**src/rtl/bus_demux_reg16.sv**
```systemverilog
// rtl/bus_demux_reg16.sv - 16-entry register bank write port with per-register valid flags
module bus_demux_reg16 #(
    parameter int WIDTH    = 64,
    parameter bit ZERO_REG = 1'b1
) (
    input  logic                   clk,
    input  logic                   reset,
    input  logic                   wr_en,
    input  logic [3:0]             wr_addr,
    input  logic [WIDTH-1:0]       wr_data,
    input  logic                   clr_valid,
    output logic [15:0][WIDTH-1:0] regs,
    output logic [15:0]            valid,
    output logic                   wr_ack
);

    logic             accept;
    logic             wr_ack_q;
    logic [WIDTH-1:0] data_w [16];
    logic             valid_w [16];

    // A write to the hardwired zero register is dropped and never acknowledged.
    assign accept = wr_en && !(ZERO_REG && (wr_addr == 4'd15));

    for (genvar i = 0; i < 16; i++) begin : g_reg
        if ((i == 15) && ZERO_REG) begin : g_zero
            assign data_w[i]  = '0;
            assign valid_w[i] = 1'b1;
        end else begin : g_flop
            logic             we;
            logic [WIDTH-1:0] data_q, data_d;
            logic             valid_q, valid_d;

            assign we = accept && (wr_addr == 4'(i));

            always_comb begin
                data_d  = data_q;
                valid_d = valid_q;
                if (clr_valid) valid_d = 1'b0;
                if (we) begin
                    data_d  = wr_data;
                    valid_d = 1'b1;
                end
            end

            always_ff @(posedge clk or posedge reset) begin
                if (reset) begin
                    data_q  <= '0;
                    valid_q <= 1'b0;
                end else begin
                    data_q  <= data_d;
                    valid_q <= valid_d;
                end
            end

            assign data_w[i]  = data_q;
            assign valid_w[i] = valid_q;
        end
    end

    always_ff @(posedge clk or posedge reset) begin
        if (reset) wr_ack_q <= 1'b0;
        else       wr_ack_q <= accept;
    end

    always_comb begin
        regs  = '0;
        valid = '0;
        for (int i = 0; i < 16; i++) begin
            regs[i]  = data_w[i];
            valid[i] = valid_w[i];
        end
    end

    assign wr_ack = wr_ack_q;

endmodule

```
**config.mk**
```make
export PLATFORM = sky130hd
export DESIGN_NAME = bus_demux_reg16
export DESIGN_NICKNAME = d
export VERILOG_FILES = /design/src/rtl/bus_demux_reg16.sv
export SDC_FILE = /design/constraint.sdc
export NUM_CORES = 1
export LEC_CHECK = 0
export CAP_MARGIN = 20
export CORE_AREA = 2 2 439 441
export CTS_CLUSTER_DIAMETER = 80
export DETAILED_ROUTE_END_ITERATION = 6
export DIE_AREA = 0 0 441 443
export MAX_ROUTING_LAYER = met4
export PLACE_DENSITY = 0.47
export SLEW_MARGIN = 30
export SYNTH_ARGS = -nofsm -noshare
export SYNTH_HDL_FRONTEND = slang
export SYNTH_SLANG_ARGS = --single-unit
```
**constraint.sdc**
```tcl
create_clock -name clk -period 67.3 [get_ports clk]
set_input_delay 20.19 -clock clk [delete_from_list [all_inputs] [get_ports clk]]
set_output_delay 20.19 -clock clk [all_outputs]
set_load 0.01 [all_outputs]
```
==> results of run 1 <==
cells in the mapped netlist:
cell	instances
sky130_fd_sc_hd__nand3_1	1
sky130_fd_sc_hd__mux2_4	98
sky130_fd_sc_hd__buf_4	87
sky130_fd_sc_hd__nand3b_1	2
sky130_fd_sc_hd__conb_1	2
sky130_fd_sc_hd__clkinv_1	1
sky130_fd_sc_hd__clkbuf_1	66
sky130_fd_sc_hd__dfrtp_1	976
sky130_fd_sc_hd__a21o_1	9
sky130_fd_sc_hd__nand2_1	3
sky130_fd_sc_hd__or3_1	3
sky130_fd_sc_hd__o21ai_0	6
sky130_fd_sc_hd__nand2b_1	4
sky130_fd_sc_hd__nor3b_2	1
sky130_fd_sc_hd__o21a_1	1
sky130_fd_sc_hd__mux2_1	4
sky130_fd_sc_hd__inv_1	7
sky130_fd_sc_hd__buf_6	15
sky130_fd_sc_hd__nor2b_1	1
sky130_fd_sc_hd__buf_2	81
sky130_fd_sc_hd__nor2_1	9
sky130_fd_sc_hd__mux2_2	858
per-stage QoR:
step	cell area (sq um)	hold WS, ns	power (mW)	worst slack, ns	cells
2_1_floorplan	37600	0.455	1.01	19.65	2298
3_3_place_gp	50200	0.463	1.38	40.63	5667
3_5_place_dp	50200	0.469	1.38	40.89	5669
4_1_cts	54000	0.481	2.02	41.77	5872
5_1_grt	54000	0.502	2.07	41.68	5878
6_report	54000	0.477	1.98	42.41	5881
registers in the layout, summed over array words and instances, names as in the netlist:
name and flops:
g.g_flop.data_q 960, wr_ack 1, g.g_flop.valid_q 15
cell type report:
class | count | area [sq um] | share of cell area [%]
inverters | 8 | 37.5 | 0.0695
multi-input cells | 1065 | 11800 | 21.8
flip-flops and latches | 976 | 24400 | 45.2
clock inverters | 32 | 363 | 0.672
diodes | 8 | 20.0 | 0.0370
well taps | 2526 | 3160 | 5.85
repair buffers | 1095 | 10900 | 20.2
clock buffers | 171 | 3370 | 6.24
worst paths after layout:
path | to | cells after the start
worst max-delay path | g_reg[2].g_flop.data_q[22]$_DFFE_PP0P_ | 9
worst min-delay path | g_reg[9].g_flop.valid_q$_DFFE_PP0P_ | 1
worst max register to register | g_reg[13].g_flop.data_q[35]$_DFFE_PP0P_ | 1
worst min register to register | g_reg[9].g_flop.valid_q$_DFFE_PP0P_ | 1
max in group clk | g_reg[1].g_flop.data_q[14]$_DFFE_PP0P_ | 5
min in group asynchronous | g_reg[5].g_flop.valid_q$_DFFE_PP0P_ | 2
logic make-up after synthesis:
logic type | Yosys count
DFF | 976
and+or+nand+nor | 24
AOI/OAI and AO/OA | 16
other | 2
muxes | 960
buffers and inverters | 257
layer usage:
layer | global-route usage (%) | vias up
met5 | - | -
met4 | 5.70 | 0
met3 | 4.13 | 189
met2 | 25.0 | 745
met1 | 16.8 | 12177
li1 | - | 9702
power groups by stage:
stage	Sequential, mW	Clock [mW]	Combinational (mW)
after floorplan	0.862	0	0.147
after global placement	0.797	0	0.579
after detailed placement	0.801	0	0.579
after CTS	0.792	0.642	0.581
after global routing	0.809	0.662	0.597
final	0.792	0.618	0.570
==> results.yml, run 1 <==
sta:
  setup_clock_skew_after_layout_ns: 0
  max_slew_margin_pct: 33.1
  grt_setup_unrepaired: "no"
  timing.fmax_mhz: 40.2
  final.period_utilization_pct: 37.0
  timing.final.crit_period_ns: 24.89
  tightestPinTransition_ns: 1.00
  total_count_of_hold_check_failures_in_the_final_report: 0
  timing.setup.tns_ns: 0
  finalMaxSlewViolations: 0
  setup_viol: 0
placed_design:
  gp_congestion: 0.745
  io_buffer_count: 1047
  place.detailed.hpwl_microns: 101000
die:
  die_h_microns: 443
  placeableCoreArea_sq_mm: 0.191
  floorplan.rows: 161
  design.die.area_sq_mm: 0.195
  top_level_ports: 1113
  die-width_microns: 441
  starting_density_of_the_core_pct: 19.5
logic_synthesis:
  ys_top_cells_by_area: "sky130_fd_sc_hd__dfrtp_1 65%, sky130_fd_sc_hd__mux2_2 26%, sky130_fd_sc_hd__mux2_4 3.9%"
  share_of_cell_area_taken_by_muxes_after_synthesis_pct: 29.9
  postSynthRegisterBits: 976
  syn_area_sq_mm: 0.0373
  synth_compound_area_share_pct: 0.281
  ys_warn_count: 0
  yosys.cell_types.count: 22
  xor_xnor_portion_of_the_synthesized_cell_area_pct: 0
  yosys.area_share.simple_pct: 0.342
  synthesis.instances: 2235
  post_synth_adder_cell_area_pct: 0
  post-synth-top-area-fraction_pct: 65.4
  synth_top_family_by_area: "multiplexers"
  yosysSeqAreaShare_pct: 65.4
  post_synth.cell_area_avg_sq_um: 16.7
  post-synth-top-area-cell: "sky130_fd_sc_hd__dfrtp_1"
clock_tree:
  insertion_delay_to_the_later_sink_of_the_worst_skew_pair_ns: 0.77
  cts_inserted_buffers: 114
  clkSlewWorstSetupHoldPaths_ns: 0.06
  cts.root.buffer_cell: "sky130_fd_sc_hd__clkbuf_16"
  maximum_buffer_depth_of_the_clock_tree: 3
  clock_tree_from_tritoncts: "built"
  cts_sink_count: 976
  cts_resized: 0
  post-cts-setup-buffers: 0
  clock_tree.htree_level_count: 3
  holdBufCountCts: 0
global_routing:
  global_route.overflow_total: 0
  track_usage_pct: 14.9
  grt_pass1_vias: 23555
  grt_max_degree: 157
  wire_length_of_the_first_global_routing_pass_microns: 198000
  grt_antenna_before_repair: 15
final_layout:
  area_growth_pct: 44.7
  finalCoreUtilization_pct: 28.3
  drive_gt1_share_pct: 35.9
  mostFrequentLayoutCell: "sky130_fd_sc_hd__clkdlybuf4s50_1"
  final_nets: 3332
  layout.filler_cells: 19512
  final_cell_mix: "1039 x sky130_fd_sc_hd__clkdlybuf4s50_1, 976 x sky130_fd_sc_hd__dfrtp_1, 858 x sky130_fd_sc_hd__mux2_2"
detailed_routing:
  detail_route.wirelength_microns: 146000
  detail_route.drc_violations: 0
  final_routed_wire_length_divided_by_cell_count_microns: 24.8
  maxUsedRoutingLayer: "met4"
  routed_metal_1_wirelength_microns: 57000
  met3WireLength_microns: 10100
  final_antenna_net_count: 0
  drt_first_pass_iters: 4
  met2WireLength_microns: 74100
  drt-initial-drc-count: 1030
  routed_via_density: 3.88
  via_count: 22813
critical_path:
  worst-endpoint-required_ns: 68.13
  cp-start-kind: "input pin"
  crit_arrival_ns: 25.72
  master_of_the_slowest_instance_on_the_critical_path: "sky130_fd_sc_hd__buf_4"
  ff2ff_setup_slack_ns: 66.43
  cp-startpoint: "reset"
  crit_top_cell: "sky130_fd_sc_hd__buf_6"
  worst_path_largest_cell_delay_ns: 0.71
  rr_startpoint: "g_reg[13].g_flop.data_q[35]$_DFFE_PP0P_"
  cp-end-kind: "asynchronous set/reset pin"
  path_class: "in -> async"
  crit_buf_inv: 9
  crit_path_max_fanout: 116
  worstPathCellList: "clkdlybuf4s50_1 > inv_8 > buf_6 > buf_4 > buf_4 > buf_6 > buf_6 > buf_12 > buf_16"
  worst_path_dominant_cell_family: "buffers and inverters"
pwr:
  total_leakage_power_nw: 23.0
  switching_share_pct: 28.7
  pwr-share-comb_pct: 28.8
  ir_drop_uv: 26.5
  power.internal_mw: 1.41
  switchingPower_mw: 0.568
  sequentialPowerShare_pct: 40.0
  clkPwrFrac_pct: 31.2
  p_per_area_mw_per_mm2: 36.6
worst_hold_path:
  worst_hold_path_type: "reg -> reg"
  hold_path_startpoint: "g_reg[9].g_flop.valid_q$_DFFE_PP0P_"
run:
  maxCapViolCount: 0
run_status:
  run_status: "complete, no violations"
Note: power is estimated with default switching activity, not from simulation.
==> inputs of run 2 (changes only) <==
Clock period 67.3 ns to 24.2 ns, I/O delays scaled along.
==> results.yml, run 2 (synthesized netlist as in run 1, its figures left out) <==
placed_design:
  placed_cells: 5672
  preCtsSetupSlack_ns: 12.83
  gp_congestion: 0.759
  place.detailed.hpwl_microns: 101000
  io_buffer_count: 1047
  dpl-instance-area_sq_mm: 0.0502
critical_path:
  rr_endpoint: "g_reg[1].g_flop.data_q[34]$_DFFE_PP0P_"
  crit_buf_inv: 6
  worst-endpoint-required_ns: 25.03
  ff2ff_setup_slack_ns: 23.41
  r2r_cells: 1
  cp-startpoint: "reset"
  worst_path_largest_cell_delay_ns: 0.68
  worst_path_dominant_cell_family: "buffers and inverters"
  path_class: "in -> async"
  rr_startpoint: "g_reg[1].g_flop.data_q[34]$_DFFE_PP0P_"
  crit_arrival_ns: 11.04
  worstPathCellList: "clkdlybuf4s50_1 > clkinvlp_4 > buf_12 > buf_6 > buf_4 > buf_4"
  cp-end-kind: "asynchronous set/reset pin"
  crit_top_cell: "sky130_fd_sc_hd__buf_4"
  master_of_the_slowest_instance_on_the_critical_path: "sky130_fd_sc_hd__buf_4"
  cp-start-kind: "input pin"
  crit_path_max_fanout: 123
detailed_routing:
  routed_via_density: 3.88
  detail_route.drc_violations: 0
  via_count: 22879
  detail_route.wirelength_microns: 148000
  final_antenna_net_count: 0
  drt-initial-drc-count: 1103
  drt_first_pass_iters: 4
  final_routed_wire_length_divided_by_cell_count_microns: 25.1
global_routing:
  global_route.overflow_total: 0
  grt_pass1_vias: 23772
  grt_max_degree: 136
  grt_antenna_before_repair: 23
  track_usage_pct: 15.2
  wire_length_of_the_first_global_routing_pass_microns: 201000
clock_tree:
  maximum_buffer_depth_of_the_clock_tree: 3
  clock_tree.htree_level_count: 3
  cts.root.buffer_cell: "sky130_fd_sc_hd__clkbuf_16"
  holdBufCountCts: 0
  post-cts-setup-buffers: 0
  cts_sink_count: 976
  cts_resized: 0
  insertion_delay_to_the_later_sink_of_the_worst_skew_pair_ns: 0.78
  cts_inserted_buffers: 116
  clkSlewWorstSetupHoldPaths_ns: 0.06
  clock_tree_from_tritoncts: "built"
sta:
  max_slew_margin_pct: 32.3
  grt_setup_unrepaired: "no"
  worst_hold_slack_ns: 0.488
  setup_clock_skew_after_layout_ns: 0
  final.setup.worst_slack_ns: 14.00
  timing.setup.tns_ns: 0
  total_count_of_hold_check_failures_in_the_final_report: 0
  final.period_utilization_pct: 42.2
  timing.fmax_mhz: 98.0
  timing.final.crit_period_ns: 10.20
  tightestPinTransition_ns: 1.01
  finalMaxSlewViolations: 0
  setup_viol: 0
die:
  die-width_microns: 441
  starting_density_of_the_core_pct: 19.5
  placeableCoreArea_sq_mm: 0.191
  design.die.area_sq_mm: 0.195
  top_level_ports: 1113
  floorplan.rows: 161
  die_h_microns: 443
final_layout:
  area_taken_by_flip_flops_and_latches_sq_mm: 0.0244
  largest_reg_flops: 960
  drive_gt1_share_pct: 36.3
  fin_cells: 5903
  mostFrequentLayoutCell: "sky130_fd_sc_hd__clkdlybuf4s50_1"
  finalCoreUtilization_pct: 28.4
  final_design_area_no_fill_sq_mm: 0.0542
  multiInputGateArea_sq_mm: 0.0118
  top_register: "g.g_flop.data_q"
  final_cell_mix: "1035 x sky130_fd_sc_hd__clkdlybuf4s50_1, 976 x sky130_fd_sc_hd__dfrtp_1, 858 x sky130_fd_sc_hd__mux2_2"
  final_nets: 3338
  area_growth_pct: 45.2
  layout.filler_cells: 19604
worst_hold_path:
  hold_path_startpoint: "g_reg[0].g_flop.data_q[6]$_DFFE_PP0P_"
  hold_end: "g_reg[0].g_flop.data_q[6]$_DFFE_PP0P_"
  worst_hold_path_type: "reg -> reg"
  worstHoldPathCells: 1
pwr:
  total_leakage_power_nw: 23.2
  finalPower_mw: 5.56
  p_per_area_mw_per_mm2: 103
  ir_drop_uv: 67.9
run:
  maxCapViolCount: 0
run_status:
  run_status: "complete, no violations"
-- run 2: cell types whose count changed in the layout (fill, tap and decap cells not counted), sizes merged --
| cell | delta |
|---|---|
| buf | +8 |
| clkinv | +5 |
| diode | +6 |
| clkinvlp | -1 |
| bufinv | +1 |
| clkdlybuf4s50 | -4 |
| clkbuf | +7 |
-- run 2: worst max path at each step --
stage | end | slack [ns] | depth (start not counted)
2_1_floorplan | g_reg[0].g_flop.data_q[0]$_DFFE_PP0P_ | 3.50 | 1
4_1_cts | g_reg[12].g_flop.data_q[31]$_DFFE_PP0P_ | 13.72 | 6
6_report | g_reg[13].g_flop.data_q[32]$_DFFE_PP0P_ | 14.00 | 6
3_3_place_gp | g_reg[12].g_flop.data_q[32]$_DFFE_PP0P_ | 12.85 | 6
5_1_grt | g_reg[9].g_flop.data_q[33]$_DFFE_PP0P_ | 13.51 | 6
3_5_place_dp | g_reg[9].g_flop.data_q[33]$_DFFE_PP0P_ | 12.83 | 6
-- run 2: area by class of cell --
cell class	instances	share of cell area (%)
inverter	8	0.0623
multi-input combinational	1065	21.7
timing repair buffer	1099	20.1
clock inverter	37	0.858
antenna	14	0.0646
tap	2526	5.83
sequential	976	45.0
clock buffer	178	6.37
-- run 2: metal layers --
layer / vias to the layer above / wire, microns / track usage (%)
li1: 9721 / - / -
met1: 12122 / 56600 / 16.8
met2: 794 / 76400 / 25.8
met3: 242 / 9800 / 4.05
met4: 0 / 5490 / 6.21
met5: - / 0 / -
-- run 2: power breakdown --
| group | total (mW) | leakage (nW) | internal, mW | switching (mW) |
|---|---|---|---|---|
| logic | 1.59 | 9.24 | 0.926 | 0.662 |
| clock network | 1.77 | 1.92 | 1.03 | 0.743 |
| registers | 2.20 | 12.0 | 2.01 | 0.194 |
==> inputs of run 3 (changes only) <==
Settings changed: CORE_AREA 2 2 439 441 to 2 2 436 438, DIE_AREA 0 0 441 443 to 0 0 438 440, PLACE_DENSITY 0.47 to 0.49.
Clock period 24.2 ns to 9.09 ns, I/O delays scaled along.
==> results.yml, run 3 (synthesized netlist as in run 1, its figures left out) <==
global_routing:
  use_met3_pct: 3.21
  grt_max_degree: 148
  grt_pass1_vias: 23820
  gr-max-usage-layer: "met2"
  gr_util_met2_pct: 27.8
  wire_length_of_the_first_global_routing_pass_microns: 204000
  global_route.overflow_total: 0
  track_usage_pct: 15.6
  grt_antenna_before_repair: 10
  grtUsageMet1_pct: 17.0
clock_tree:
  cts_sink_count: 976
  cts.root.buffer_cell: "sky130_fd_sc_hd__clkbuf_16"
  insertion_delay_to_the_later_sink_of_the_worst_skew_pair_ns: 0.76
  cts_resized: 0
  clock_tree.htree_level_count: 3
  clock_tree_from_tritoncts: "built"
  post-cts-setup-buffers: 0
  holdBufCountCts: 0
  cts_inserted_buffers: 113
  clkSlewWorstSetupHoldPaths_ns: 0.06
  maximum_buffer_depth_of_the_clock_tree: 3
final_layout:
  final_nets: 3344
  multiInputGateArea_sq_mm: 0.0118
  layout.filler_cells: 19268
  final_cell_mix: "1031 x sky130_fd_sc_hd__clkdlybuf4s50_1, 976 x sky130_fd_sc_hd__dfrtp_1, 858 x sky130_fd_sc_hd__mux2_2"
  area_taken_by_flip_flops_and_latches_sq_mm: 0.0244
  area_growth_pct: 44.7
  largest_reg_flops: 960
  drive_gt1_share_pct: 36.2
  mostFrequentLayoutCell: "sky130_fd_sc_hd__clkdlybuf4s50_1"
  fin_cells: 5874
  top_register: "g.g_flop.data_q"
sta:
  max_slew_margin_pct: 35.2
  timing.fmax_mhz: 198
  timing.setup.tns_ns: 0
  final.period_utilization_pct: 55.6
  finalMaxSlewViolations: 0
  total_count_of_hold_check_failures_in_the_final_report: 0
  timing.final.crit_period_ns: 5.06
  final.setup.worst_slack_ns: 4.03
  setup_viol: 0
  tightestPinTransition_ns: 0.969
  setup_clock_skew_after_layout_ns: 0
  grt_setup_unrepaired: "no"
pwr:
  sequentialPowerShare_pct: 39.9
  total_leakage_power_nw: 23.1
  clkPwrFrac_pct: 31.1
  switchingPower_mw: 4.26
  p_per_area_mw_per_mm2: 272
  switching_share_pct: 29.0
  ir_drop_uv: 155
  pwr-share-comb_pct: 29.0
  power.internal_mw: 10.5
detailed_routing:
  detail_route.drc_violations: 0
  final_routed_wire_length_divided_by_cell_count_microns: 25.7
  drt-initial-drc-count: 989
  final_antenna_net_count: 0
  detail_route.wirelength_microns: 151000
  drt_first_pass_iters: 4
  via_count: 23058
  routed_via_density: 3.93
critical_path:
  crit_buf_inv: 3
  rr_startpoint: "g_reg[14].g_flop.data_q[20]$_DFFE_PP0P_"
  worst_path_largest_cell_delay_ns: 0.75
  worstPathCellList: "clkdlybuf4s50_1 > nand3b_1 > nor2_4 > buf_4 > buf_4 > mux2_2"
  worst_path_dominant_cell_family: "buffers and inverters"
  master_of_the_slowest_instance_on_the_critical_path: "sky130_fd_sc_hd__buf_4"
  worst-endpoint-required_ns: 9.72
  path_class: "in -> reg"
  crit_arrival_ns: 5.69
  crit_top_cell: "sky130_fd_sc_hd__buf_4"
  cp-startpoint: "wr_addr[3]"
  crit_path_max_fanout: 37
  cp-end-kind: "register"
  cp-start-kind: "input pin"
die:
  top_level_ports: 1113
  design.die.area_sq_mm: 0.193
  placeableCoreArea_sq_mm: 0.189
  floorplan.rows: 160
  die-width_microns: 438
  starting_density_of_the_core_pct: 19.8
  die_h_microns: 440
placed_design:
  place.detailed.hpwl_microns: 105000
  placed_cells: 5667
  io_buffer_count: 1047
  gp_congestion: 0.782
  preCtsSetupSlack_ns: 3.18
worst_hold_path:
  hold_path_startpoint: "g_reg[10].g_flop.valid_q$_DFFE_PP0P_"
  worst_hold_path_type: "reg -> reg"
run:
  maxCapViolCount: 0
run_status:
  run_status: "complete, no violations"
run 3: cell count changes in the layout (fill, tap and decap cells not counted), sizes merged:
cell / before / now
clkdlybuf4s50: 1035 / 1031
bufinv: 4 / 5
inv: 13 / 12
clkinv: 25 / 18
diode: 14 / 4
clkinvlp: 3 / 4
buf: 64 / 76
clkbuf: 178 / 172
run 3: area by class of cell:
type                            count  area share [%]
Timing Repair Buffer             1108            20.3
Sequential cell                   976            45.2
Inverter                            8          0.0625
Antenna cell                        4          0.0185
Clock inverter                     31           0.769
Tap cell                         2511            5.81
Clock buffer                      171            6.09
Multi-Input combinational cell   1065            21.8
run 3: final timing paths:
kind | cells after the start | to | slack, ns
max reg2reg | 1 | g_reg[14].g_flop.data_q[20]$_DFFE_PP0P_ | 8.21
max in group asynchronous | 5 | g_reg[13].g_flop.data_q[19]$_DFFE_PP0P_ | 4.95
min | 1 | g_reg[10].g_flop.valid_q$_DFFE_PP0P_ | 0.48
max | 6 | g_reg[5].g_flop.data_q[43]$_DFFE_PP0P_ | 4.03
min reg2reg | 1 | g_reg[10].g_flop.valid_q$_DFFE_PP0P_ | 0.48
min in group asynchronous | 2 | g_reg[14].g_flop.data_q[1]$_DFFE_PP0P_ | 2.44
run 3: per-layer routing:
layer  wire [microns]  vias up
met1            56300    12389
met4             5770        0
met3             8650      232
li1                 -     9721
met5                0        -
met2            80500      716
run 3: metrics by stage:
| step | hold slack [ns] | cell area (sq um) | total power, mW | utilization, % |
|---|---|---|---|---|
| finish | 0.479 | 54000 | 14.7 | 28.7 |
| global route | 0.492 | 54000 | 15.4 | 28.7 |
| CTS | 0.481 | 54000 | 15.0 | 28.6 |
| detailed placement | 0.469 | 50300 | 10.3 | 26.7 |
| global placement | 0.464 | 50300 | 10.2 | 26.7 |
| floorplan | 0.455 | 37600 | 7.47 | - |
run 3: power by group through the flow:
| stage | Clock (mW) | Sequential [mW] | Combinational (mW) |
|---|---|---|---|
| global route | 4.91 | 6.00 | 4.45 |
| CTS | 4.73 | 5.87 | 4.36 |
| finish | 4.57 | 5.87 | 4.27 |
| floorplan | 0 | 6.38 | 1.09 |
| detailed placement | 0 | 5.94 | 4.35 |
| global placement | 0 | 5.91 | 4.33 |
